<file path="src/rtl/reglk_enforcer_if.sv">
// Request/response bus between the AXI-lite decode stage and the lock
// enforcer. The field names carry the enforcer's view of direction.
//   master : the AXI-lite decode side (drives req_*_i, rsp_ready_i)
//   slave  : reglk_enforcer (drives req_ready_o, rsp_*_o)
// Parameters: ADDR_W byte-address width, DATA_W data width.
interface reglk_enforcer_if #(
  parameter int unsigned ADDR_W = 8,
  parameter int unsigned DATA_W = 64
);
  logic              req_valid_i;
  logic              req_ready_o;
  logic              req_we_i;
  logic [ADDR_W-1:0] req_addr_i;
  logic [DATA_W-1:0] req_wdata_i;
  logic              rsp_valid_o;
  logic              rsp_ready_i;
  logic [DATA_W-1:0] rsp_rdata_o;
  logic              rsp_err_o;

  modport master (
    output req_valid_i, req_we_i, req_addr_i, req_wdata_i, rsp_ready_i,
    input  req_ready_o, rsp_valid_o, rsp_rdata_o, rsp_err_o
  );

  modport slave (
    input  req_valid_i, req_we_i, req_addr_i, req_wdata_i, rsp_ready_i,
    output req_ready_o, rsp_valid_o, rsp_rdata_o, rsp_err_o
  );
endinterface

</file>
<file path="src/rtl/reglk_enforcer.sv">
// Per-peripheral lock enforcement between an AXI-lite decoded request port
// and the peripheral register bank. Reads/writes are gated by a snapshot of
// the lock byte taken only while idle; blocked accesses are answered locally
// (read data 0), counted in a saturating counter, and raise a sticky IRQ.
//
// Ports:
//   clk_i, rst_i      clock, asynchronous active-high reset
//   lock_i            lock byte (bit0 reads, bit3 writes idx0, bit1 writes idx>=1)
//   bus (slave)       req valid/ready/we/addr/wdata, rsp valid/ready/rdata/err
//   per_*             peripheral strobe, write enable, address, data, ready
//   clr_i             clears violation count, first address and IRQ
//   viol_cnt_o        saturating blocked-access count
//   viol_addr_o       address of the first blocked access since clear
//   irq_o             sticky violation interrupt
//
// Build option: define REGLK_ERR_RESP_EN to report blocked accesses on
// rsp_err_o; otherwise rsp_err_o is tied low and blocked accesses complete
// silently.
module reglk_enforcer #(
  parameter int unsigned ADDR_W = 8,
  parameter int unsigned DATA_W = 64,
  parameter int unsigned CNT_W  = 16
) (
  input  logic              clk_i,
  input  logic              rst_i,
  input  logic [7:0]        lock_i,
  reglk_enforcer_if.slave   bus,
  output logic              per_en_o,
  output logic              per_we_o,
  output logic [ADDR_W-1:0] per_addr_o,
  output logic [DATA_W-1:0] per_wdata_o,
  input  logic [DATA_W-1:0] per_rdata_i,
  input  logic              per_ready_i,
  input  logic              clr_i,
  output logic [CNT_W-1:0]  viol_cnt_o,
  output logic [ADDR_W-1:0] viol_addr_o,
  output logic              irq_o
);

  localparam int unsigned IDX_W = ADDR_W - 3;
  localparam logic [CNT_W-1:0] CNT_MAX = '1;

  typedef enum logic [1:0] {
    ST_IDLE  = 2'd0,
    ST_ISSUE = 2'd1,
    ST_RESP  = 2'd2
  } state_e;

  state_e            state_q;
  logic [7:0]        lock_q;
  logic              rsp_valid_q;
  logic [DATA_W-1:0] rsp_rdata_q;

  logic [IDX_W-1:0]  req_idx_c;
  logic              blocked_c;
  logic              accept_c;
  logic              viol_c;
  logic [CNT_W-1:0]  cnt_base_c;
  logic              unused_lock_c;

  // Only bits 0, 1 and 3 of the lock byte carry meaning.
  assign unused_lock_c = ^{lock_q[7:4], lock_q[2]};

  assign req_idx_c = bus.req_addr_i[ADDR_W-1:3];
  assign accept_c  = (state_q == ST_IDLE) && bus.req_valid_i;
  assign viol_c    = accept_c && blocked_c;

  // Lock rules evaluated against the idle-time snapshot, never lock_i directly.
  always_comb begin
    blocked_c = 1'b0;
    if (!bus.req_we_i) begin
      blocked_c = lock_q[0];
    end else if (req_idx_c == '0) begin
      blocked_c = lock_q[3];
    end else begin
      blocked_c = lock_q[1];
    end
  end

  // Ready is a decode of the state register so that a request presented in
  // the very first cycle after reset is taken against the reset snapshot
  // (fully locked); it is held low while reset is asserted.
  assign bus.req_ready_o = (state_q == ST_IDLE) && !rst_i;
  assign bus.rsp_valid_o = rsp_valid_q;
  assign bus.rsp_rdata_o = rsp_rdata_q;

  // Transaction FSM: lock snapshot, peripheral issue and response hold.
  always_ff @(posedge clk_i or posedge rst_i) begin
    if (rst_i) begin
      state_q     <= ST_IDLE;
      lock_q      <= 8'hFF;
      per_en_o    <= 1'b0;
      per_we_o    <= 1'b0;
      per_addr_o  <= '0;
      per_wdata_o <= '0;
      rsp_valid_q <= 1'b0;
      rsp_rdata_q <= '0;
    end else begin
      case (state_q)
        ST_IDLE: begin
          lock_q <= lock_i;
          if (bus.req_valid_i) begin
            if (blocked_c) begin
              state_q     <= ST_RESP;
              rsp_valid_q <= 1'b1;
              rsp_rdata_q <= '0;
            end else begin
              state_q     <= ST_ISSUE;
              per_en_o    <= 1'b1;
              per_we_o    <= bus.req_we_i;
              per_addr_o  <= bus.req_addr_i;
              per_wdata_o <= bus.req_wdata_i;
            end
          end
        end
        ST_ISSUE: begin
          if (per_ready_i) begin
            state_q     <= ST_RESP;
            per_en_o    <= 1'b0;
            rsp_valid_q <= 1'b1;
            // per_we_o still holds the latched direction of this access.
            rsp_rdata_q <= per_we_o ? '0 : per_rdata_i;
          end
        end
        ST_RESP: begin
          if (bus.rsp_ready_i) begin
            state_q     <= ST_IDLE;
            rsp_valid_q <= 1'b0;
          end
        end
        default: begin
          state_q <= ST_IDLE;
        end
      endcase
    end
  end

`ifdef REGLK_ERR_RESP_EN
  logic rsp_err_q;

  // Error flag is meaningful only while the response is held.
  always_ff @(posedge clk_i or posedge rst_i) begin
    if (rst_i) begin
      rsp_err_q <= 1'b0;
    end else if (accept_c) begin
      rsp_err_q <= blocked_c;
    end else if ((state_q == ST_RESP) && bus.rsp_ready_i) begin
      rsp_err_q <= 1'b0;
    end
  end

  assign bus.rsp_err_o = rsp_err_q;
`else
  assign bus.rsp_err_o = 1'b0;
`endif

  // A clear coinciding with a violation acts first, so that violation
  // becomes the first one logged.
  assign cnt_base_c = clr_i ? '0 : viol_cnt_o;

  // Violation log: saturating count, first blocked address, sticky IRQ.
  always_ff @(posedge clk_i or posedge rst_i) begin
    if (rst_i) begin
      viol_cnt_o  <= '0;
      viol_addr_o <= '0;
      irq_o       <= 1'b0;
    end else if (viol_c) begin
      if (cnt_base_c != CNT_MAX) begin
        viol_cnt_o <= cnt_base_c + CNT_W'(1);
      end else begin
        viol_cnt_o <= cnt_base_c;
      end
      if (cnt_base_c == '0) begin
        viol_addr_o <= bus.req_addr_i;
      end else if (clr_i) begin
        viol_addr_o <= '0;
      end
      irq_o <= 1'b1;
    end else if (clr_i) begin
      viol_cnt_o  <= '0;
      viol_addr_o <= '0;
      irq_o       <= 1'b0;
    end
  end

endmodule

</file>
<file path="src/flat_wrapper.sv">
// flat-port wrapper written by rule: the top's interface ports become plain ports
module reglk_enforcer_flat 
#(
  parameter int unsigned ADDR_W = 8,
  parameter int unsigned DATA_W = 64,
  parameter int unsigned CNT_W  = 16
)
  (clk_i, rst_i, lock_i, per_en_o, per_we_o, per_addr_o, per_wdata_o, per_rdata_i, per_ready_i, clr_i, viol_cnt_o, viol_addr_o, irq_o, bus_req_valid_i, bus_req_we_i, bus_req_addr_i, bus_req_wdata_i, bus_rsp_ready_i, bus_req_ready_o, bus_rsp_valid_o, bus_rsp_rdata_o, bus_rsp_err_o);
  reglk_enforcer_if #(.ADDR_W(ADDR_W), .DATA_W(DATA_W)) bus_i ();
  input  logic clk_i;
  input  logic rst_i;
  input  logic [7:0] lock_i;
  output logic per_en_o;
  output logic per_we_o;
  output logic [ADDR_W-1:0] per_addr_o;
  output logic [DATA_W-1:0] per_wdata_o;
  input  logic [DATA_W-1:0] per_rdata_i;
  input  logic per_ready_i;
  input  logic clr_i;
  output logic [CNT_W-1:0] viol_cnt_o;
  output logic [ADDR_W-1:0] viol_addr_o;
  output logic irq_o;
  input wire logic [$bits(bus_i.req_valid_i)-1:0] bus_req_valid_i;
  input wire logic [$bits(bus_i.req_we_i)-1:0] bus_req_we_i;
  input wire logic [$bits(bus_i.req_addr_i)-1:0] bus_req_addr_i;
  input wire logic [$bits(bus_i.req_wdata_i)-1:0] bus_req_wdata_i;
  input wire logic [$bits(bus_i.rsp_ready_i)-1:0] bus_rsp_ready_i;
  output wire logic [$bits(bus_i.req_ready_o)-1:0] bus_req_ready_o;
  output wire logic [$bits(bus_i.rsp_valid_o)-1:0] bus_rsp_valid_o;
  output wire logic [$bits(bus_i.rsp_rdata_o)-1:0] bus_rsp_rdata_o;
  output wire logic [$bits(bus_i.rsp_err_o)-1:0] bus_rsp_err_o;
  assign bus_i.req_valid_i = bus_req_valid_i;
  assign bus_i.req_we_i = bus_req_we_i;
  assign bus_i.req_addr_i = bus_req_addr_i;
  assign bus_i.req_wdata_i = bus_req_wdata_i;
  assign bus_i.rsp_ready_i = bus_rsp_ready_i;
  assign bus_req_ready_o = bus_i.req_ready_o;
  assign bus_rsp_valid_o = bus_i.rsp_valid_o;
  assign bus_rsp_rdata_o = bus_i.rsp_rdata_o;
  assign bus_rsp_err_o = bus_i.rsp_err_o;
  reglk_enforcer #(.ADDR_W(ADDR_W), .DATA_W(DATA_W), .CNT_W(CNT_W)) u_core (.clk_i(clk_i), .rst_i(rst_i), .lock_i(lock_i), .bus(bus_i), .per_en_o(per_en_o), .per_we_o(per_we_o), .per_addr_o(per_addr_o), .per_wdata_o(per_wdata_o), .per_rdata_i(per_rdata_i), .per_ready_i(per_ready_i), .clr_i(clr_i), .viol_cnt_o(viol_cnt_o), .viol_addr_o(viol_addr_o), .irq_o(irq_o));
endmodule
</file>
<file path="config.mk">
export PLATFORM = sky130hd
export DESIGN_NAME = reglk_enforcer_flat
export DESIGN_NICKNAME = d
export VERILOG_FILES = /design/src/rtl/reglk_enforcer_if.sv /design/src/rtl/reglk_enforcer.sv /design/src/flat_wrapper.sv
export SDC_FILE = /design/constraint.sdc
export NUM_CORES = 1
export LEC_CHECK = 0
export ABC_AREA = 1
export CAP_MARGIN = 25
export CORE_AREA = 2 2 136 138
export CTS_BUF_LIST = sky130_fd_sc_hd__clkbuf_16
export CTS_CLUSTER_SIZE = 28
export DETAILED_ROUTE_END_ITERATION = 8
export DIE_AREA = 0 0 138 140
export PLACE_DENSITY = 0.79
export SLEW_MARGIN = 30
export SYNTH_ARGS = -nofsm -noshare
export SYNTH_HDL_FRONTEND = slang
export SYNTH_SLANG_ARGS = --single-unit
</file>
<file path="constraint.sdc">
create_clock -name clk_i -period 8 [get_ports clk_i]
set_input_delay 1.6 -clock clk_i [delete_from_list [all_inputs] [get_ports clk_i]]
set_output_delay 1.6 -clock clk_i [all_outputs]
set_load 0.02 [all_outputs]
</file>
==> metrics.log <==
[metrics] Relative slew margins: 40.1%
[metrics] type of destination of the critical path: output pin
[metrics] commonest non-fill, non-tap cell in the layout: sky130_fd_sc_hd__clkdlybuf4s50_1
[metrics] flip-flop and latch count after synthesis: 169
[metrics] total grt overflow: 0
[metrics] # setup viols final: 0
[metrics] final wirelength: 22100 um
[metrics] Peak Freq: 224 MHz
[metrics] CTS HTree Levels: 4
[metrics] clock transition at the register clock pins on the worst setup and hold paths after CTS: 0.07 ns
[metrics] row count: 49
[metrics] setup bufs post-CTS: 0
[metrics] TNS Setup: 0 ns
[metrics] post-synth design cell area: 0.00774 mm2
[metrics] period utilization: 55.8%
[metrics] result of the run: completed
[metrics] antenna-violating nets left: 0
[metrics] largest voltage drop on the vdd net: 0.000244 V
[metrics] commonest non-fill, non-tap cells in the layout: 310 x sky130_fd_sc_hd__clkdlybuf4s50_1, 290 x sky130_fd_sc_hd__nand2_1, 166 x sky130_fd_sc_hd__dfrtp_1
[metrics] critical path fanouts, max: 2
[metrics] Post-Synthesis Mean Instance Area: 8.24 um2
[metrics] die height: 140 um
[metrics] GRT Total Usage: 23.1%
[metrics] floorplan die width: 138 um
[metrics] CTS tree: done
[metrics] clock tree buffer depth: 2
[metrics] fraction of layout instances using a drive strength above 1: 7.03%
[metrics] wire length of the first global-routing pass: 36000 um
[metrics] post-cts repair resize count: 0
[metrics] Ant. Diodes: 0
[metrics] Syn Inst Count: 939
[metrics] length of the first detailed-routing pass in iterations: 7
[metrics] post-DP HPWL: 15800 um
[metrics] largest net degree at the start of global routing: 99
[metrics] via count: 7123
[metrics] Critical Setup Path Class: in -> out
[metrics] total design power: 3.96 mW
[metrics] data arrival at the endpoint of the critical path: 2.86 ns
[metrics] CTS Hold Buffers Added: 0
[metrics] count of unresolved DRC violations after routing: 0
[metrics] total I/O pin count: 317
[metrics] cell chosen for the clock root: sky130_fd_sc_hd__clkbuf_16
[metrics] startpoint type of the worst setup path: input port
[metrics] per-cell routed wire length: 15.1 um
[metrics] net count after synthesis: 1092
[metrics] count of pins over their slew limit: 0
[metrics] Clk Latency, worst-skew pair: 0.43 ns
[metrics] placer congestion estimate: 0.877
[metrics] number of clock buffers inserted by TritonCTS: 17
[metrics] Placed Instance Area: 0.0110 mm2
[metrics] Leakage Power: 5.46 nW
[metrics] type of the worst min-delay path: reg -> reg
[metrics] max cap viols: 0
[metrics] via count of the first global-routing pass: 6900
[metrics] post-route standard cell area excluding fillers: 0.0115 mm2
[metrics] RSZ-0062 raised after global routing: no
[metrics] sequential fraction of the synthesis area: 54.7%
[metrics] CTS sink count: 169
[metrics] DIE AREA: 0.0193 mm2
[metrics] floorplan core area: 0.0178 mm2
[metrics] power per standard cell area: 343 mW/mm2
[metrics] Unique masters post-synth: 29
[metrics] post-detailed-route via-to-cell ratio: 4.86
[metrics] CP required: 6.40 ns
[metrics] count of input and output buffers: 310
[metrics] iteration-0 DRC count of the detailed router: 456
[metrics] Yosys Warn Count: 0
[metrics] transition time at the pin with the least slew margin: 0.898 ns
[metrics] Setup Skew: 0.0121 ns
[metrics] number of failing hold endpoints at the final stage: 0
[metrics] Final nets: 1377
[metrics] effective utilization at floorplan: 43.5%
[metrics] initial antenna violation count: 0
[metrics] area delta synth->final: 49.1%
[metrics] fin crit period: 4.46 ns
-- worst paths after layout --
| kind | endpoint | from | slack (ns) | depth (start not counted) |
|---|---|---|---|---|
| max | bus_req_ready_o | rst_i | 3.54 | 3 |
| min | u_core.lock_q[0] | u_core.lock_q[0] | 0.47 | 2 |
| max reg2reg | u_core.bus.rsp_rdata_o[41] | u_core.state_q[0] | 5.00 | 9 |
| min reg2reg | u_core.lock_q[0] | u_core.lock_q[0] | 0.47 | 2 |
| max in group asynchronous | u_core.per_wdata_o[53] | rst_i | 4.97 | 4 |
| min in group asynchronous | u_core.per_wdata_o[32] | rst_i | 1.75 | 2 |
-- power breakdown --
part           leakage, nW  internal [mW]  switching [mW]
Combinational         2.94          0.744            1.06
Clock                0.290          0.442           0.374
Sequential            2.22           1.17           0.171
-- state kept, by name, summed over array words and instances, names as in the netlist --
register / count
u_core.per_wdata_o: 64
u_core.bus.rsp_rdata_o: 64
u_core.lock_q: 3
u_core.irq_o: 1
u_core.per_addr_o: 8
u_core.viol_cnt_o: 16
u_core.viol_addr_o: 8
u_core.bus.rsp_valid_o: 1
u_core.state_q: 2
u_core.per_en_o: 1
u_core.per_we_o: 1
-- through the flow --
step           std cells  hold slack [ns]  setup slack [ns]  util (%)
3_3_place_gp        1433            0.450              3.33      61.5
4_1_cts             1466            0.470              3.54      64.9
3_5_place_dp        1434            0.458              3.29      61.6
5_1_grt             1466            0.502              3.48      64.9
6_report            1466            0.467              3.54      64.9
2_1_floorplan        939            0.442              1.83         -
-- final cells by class --
cell class | count | area [um2]
multi-input cells | 606 | 2830
flip-flops and latches | 169 | 4230
repair buffers | 317 | 3180
clock inverters | 15 | 153
fillers | 1495 | 6240
inverters | 113 | 432
well taps | 229 | 287
clock buffers | 17 | 425
-- Yosys cell counts --
| library cell | count | area, um2 |
|---|---|---|
| sky130_fd_sc_hd__buf_8 | 1 | 15.0 |
| sky130_fd_sc_hd__nor2_4 | 6 | 67.6 |
| sky130_fd_sc_hd__nand3_2 | 13 | 130 |
| sky130_fd_sc_hd__ha_1 | 2 | 25.0 |
| sky130_fd_sc_hd__buf_2 | 24 | 120 |
| sky130_fd_sc_hd__buf_4 | 2 | 15.0 |
| sky130_fd_sc_hd__nand4_1 | 11 | 68.8 |
| sky130_fd_sc_hd__a21oi_2 | 1 | 8.76 |
| sky130_fd_sc_hd__o21ai_2 | 1 | 8.76 |
| sky130_fd_sc_hd__o21ai_1 | 46 | 230 |
| sky130_fd_sc_hd__inv_1 | 106 | 398 |
| sky130_fd_sc_hd__nand2_2 | 4 | 25.0 |
| sky130_fd_sc_hd__o21ai_0 | 97 | 485 |
| sky130_fd_sc_hd__nand4_2 | 1 | 12.5 |
| sky130_fd_sc_hd__clkbuf_2 | 5 | 25.0 |
| sky130_fd_sc_hd__buf_1 | 1 | 3.75 |
| sky130_fd_sc_hd__or2_2 | 1 | 6.26 |
| sky130_fd_sc_hd__nor2_2 | 3 | 18.8 |
| sky130_fd_sc_hd__dfrtp_1 | 166 | 4150 |
| sky130_fd_sc_hd__dfstp_2 | 3 | 78.8 |
| sky130_fd_sc_hd__clkbuf_1 | 16 | 60.1 |
| sky130_fd_sc_hd__nand2_1 | 290 | 1090 |
| sky130_fd_sc_hd__nand2_4 | 6 | 67.6 |
| sky130_fd_sc_hd__conb_1 | 1 | 3.75 |
| sky130_fd_sc_hd__buf_6 | 2 | 22.5 |
| sky130_fd_sc_hd__nand3_1 | 89 | 445 |
| sky130_fd_sc_hd__nor3_1 | 1 | 5.00 |
| sky130_fd_sc_hd__inv_2 | 7 | 26.3 |
| sky130_fd_sc_hd__nor2_1 | 33 | 124 |
-- per-layer routing --
metal	vias to the layer above	wire, um	share of wire [%]	GRT usage (%)
li1	3537	-	-	-
met1	3271	8810	40	27.9
met2	271	10800	49	38.4
met3	44	1790	8.1	7.86
met4	0	667	3.0	8.86
met5	-	0	0	0
-- worst max-delay path, cell delays in order --
cell,delay [ns]
sky130_fd_sc_hd__clkdlybuf4s50_1,0.50
sky130_fd_sc_hd__nor2_1,0.14
sky130_fd_sc_hd__clkdlybuf4s50_1,0.62
-- cell families (layout without fill, tap and decap cells) --
family / count (synthesis) / in the layout / synth area share, %
AO/OA/AOI/OAI: 145 / 145 / 9.47
adder cells (fa/ha/maj): 2 / 2 / 0.323
buffers and inverters: 164 / 462 / 8.86
flip-flops: 169 / 169 / 54.7
other: 1 / 1 / 0.0485
AND/OR/NAND/NOR: 458 / 458 / 26.6
No activity file was read; power rests on OpenSTA's default activity.
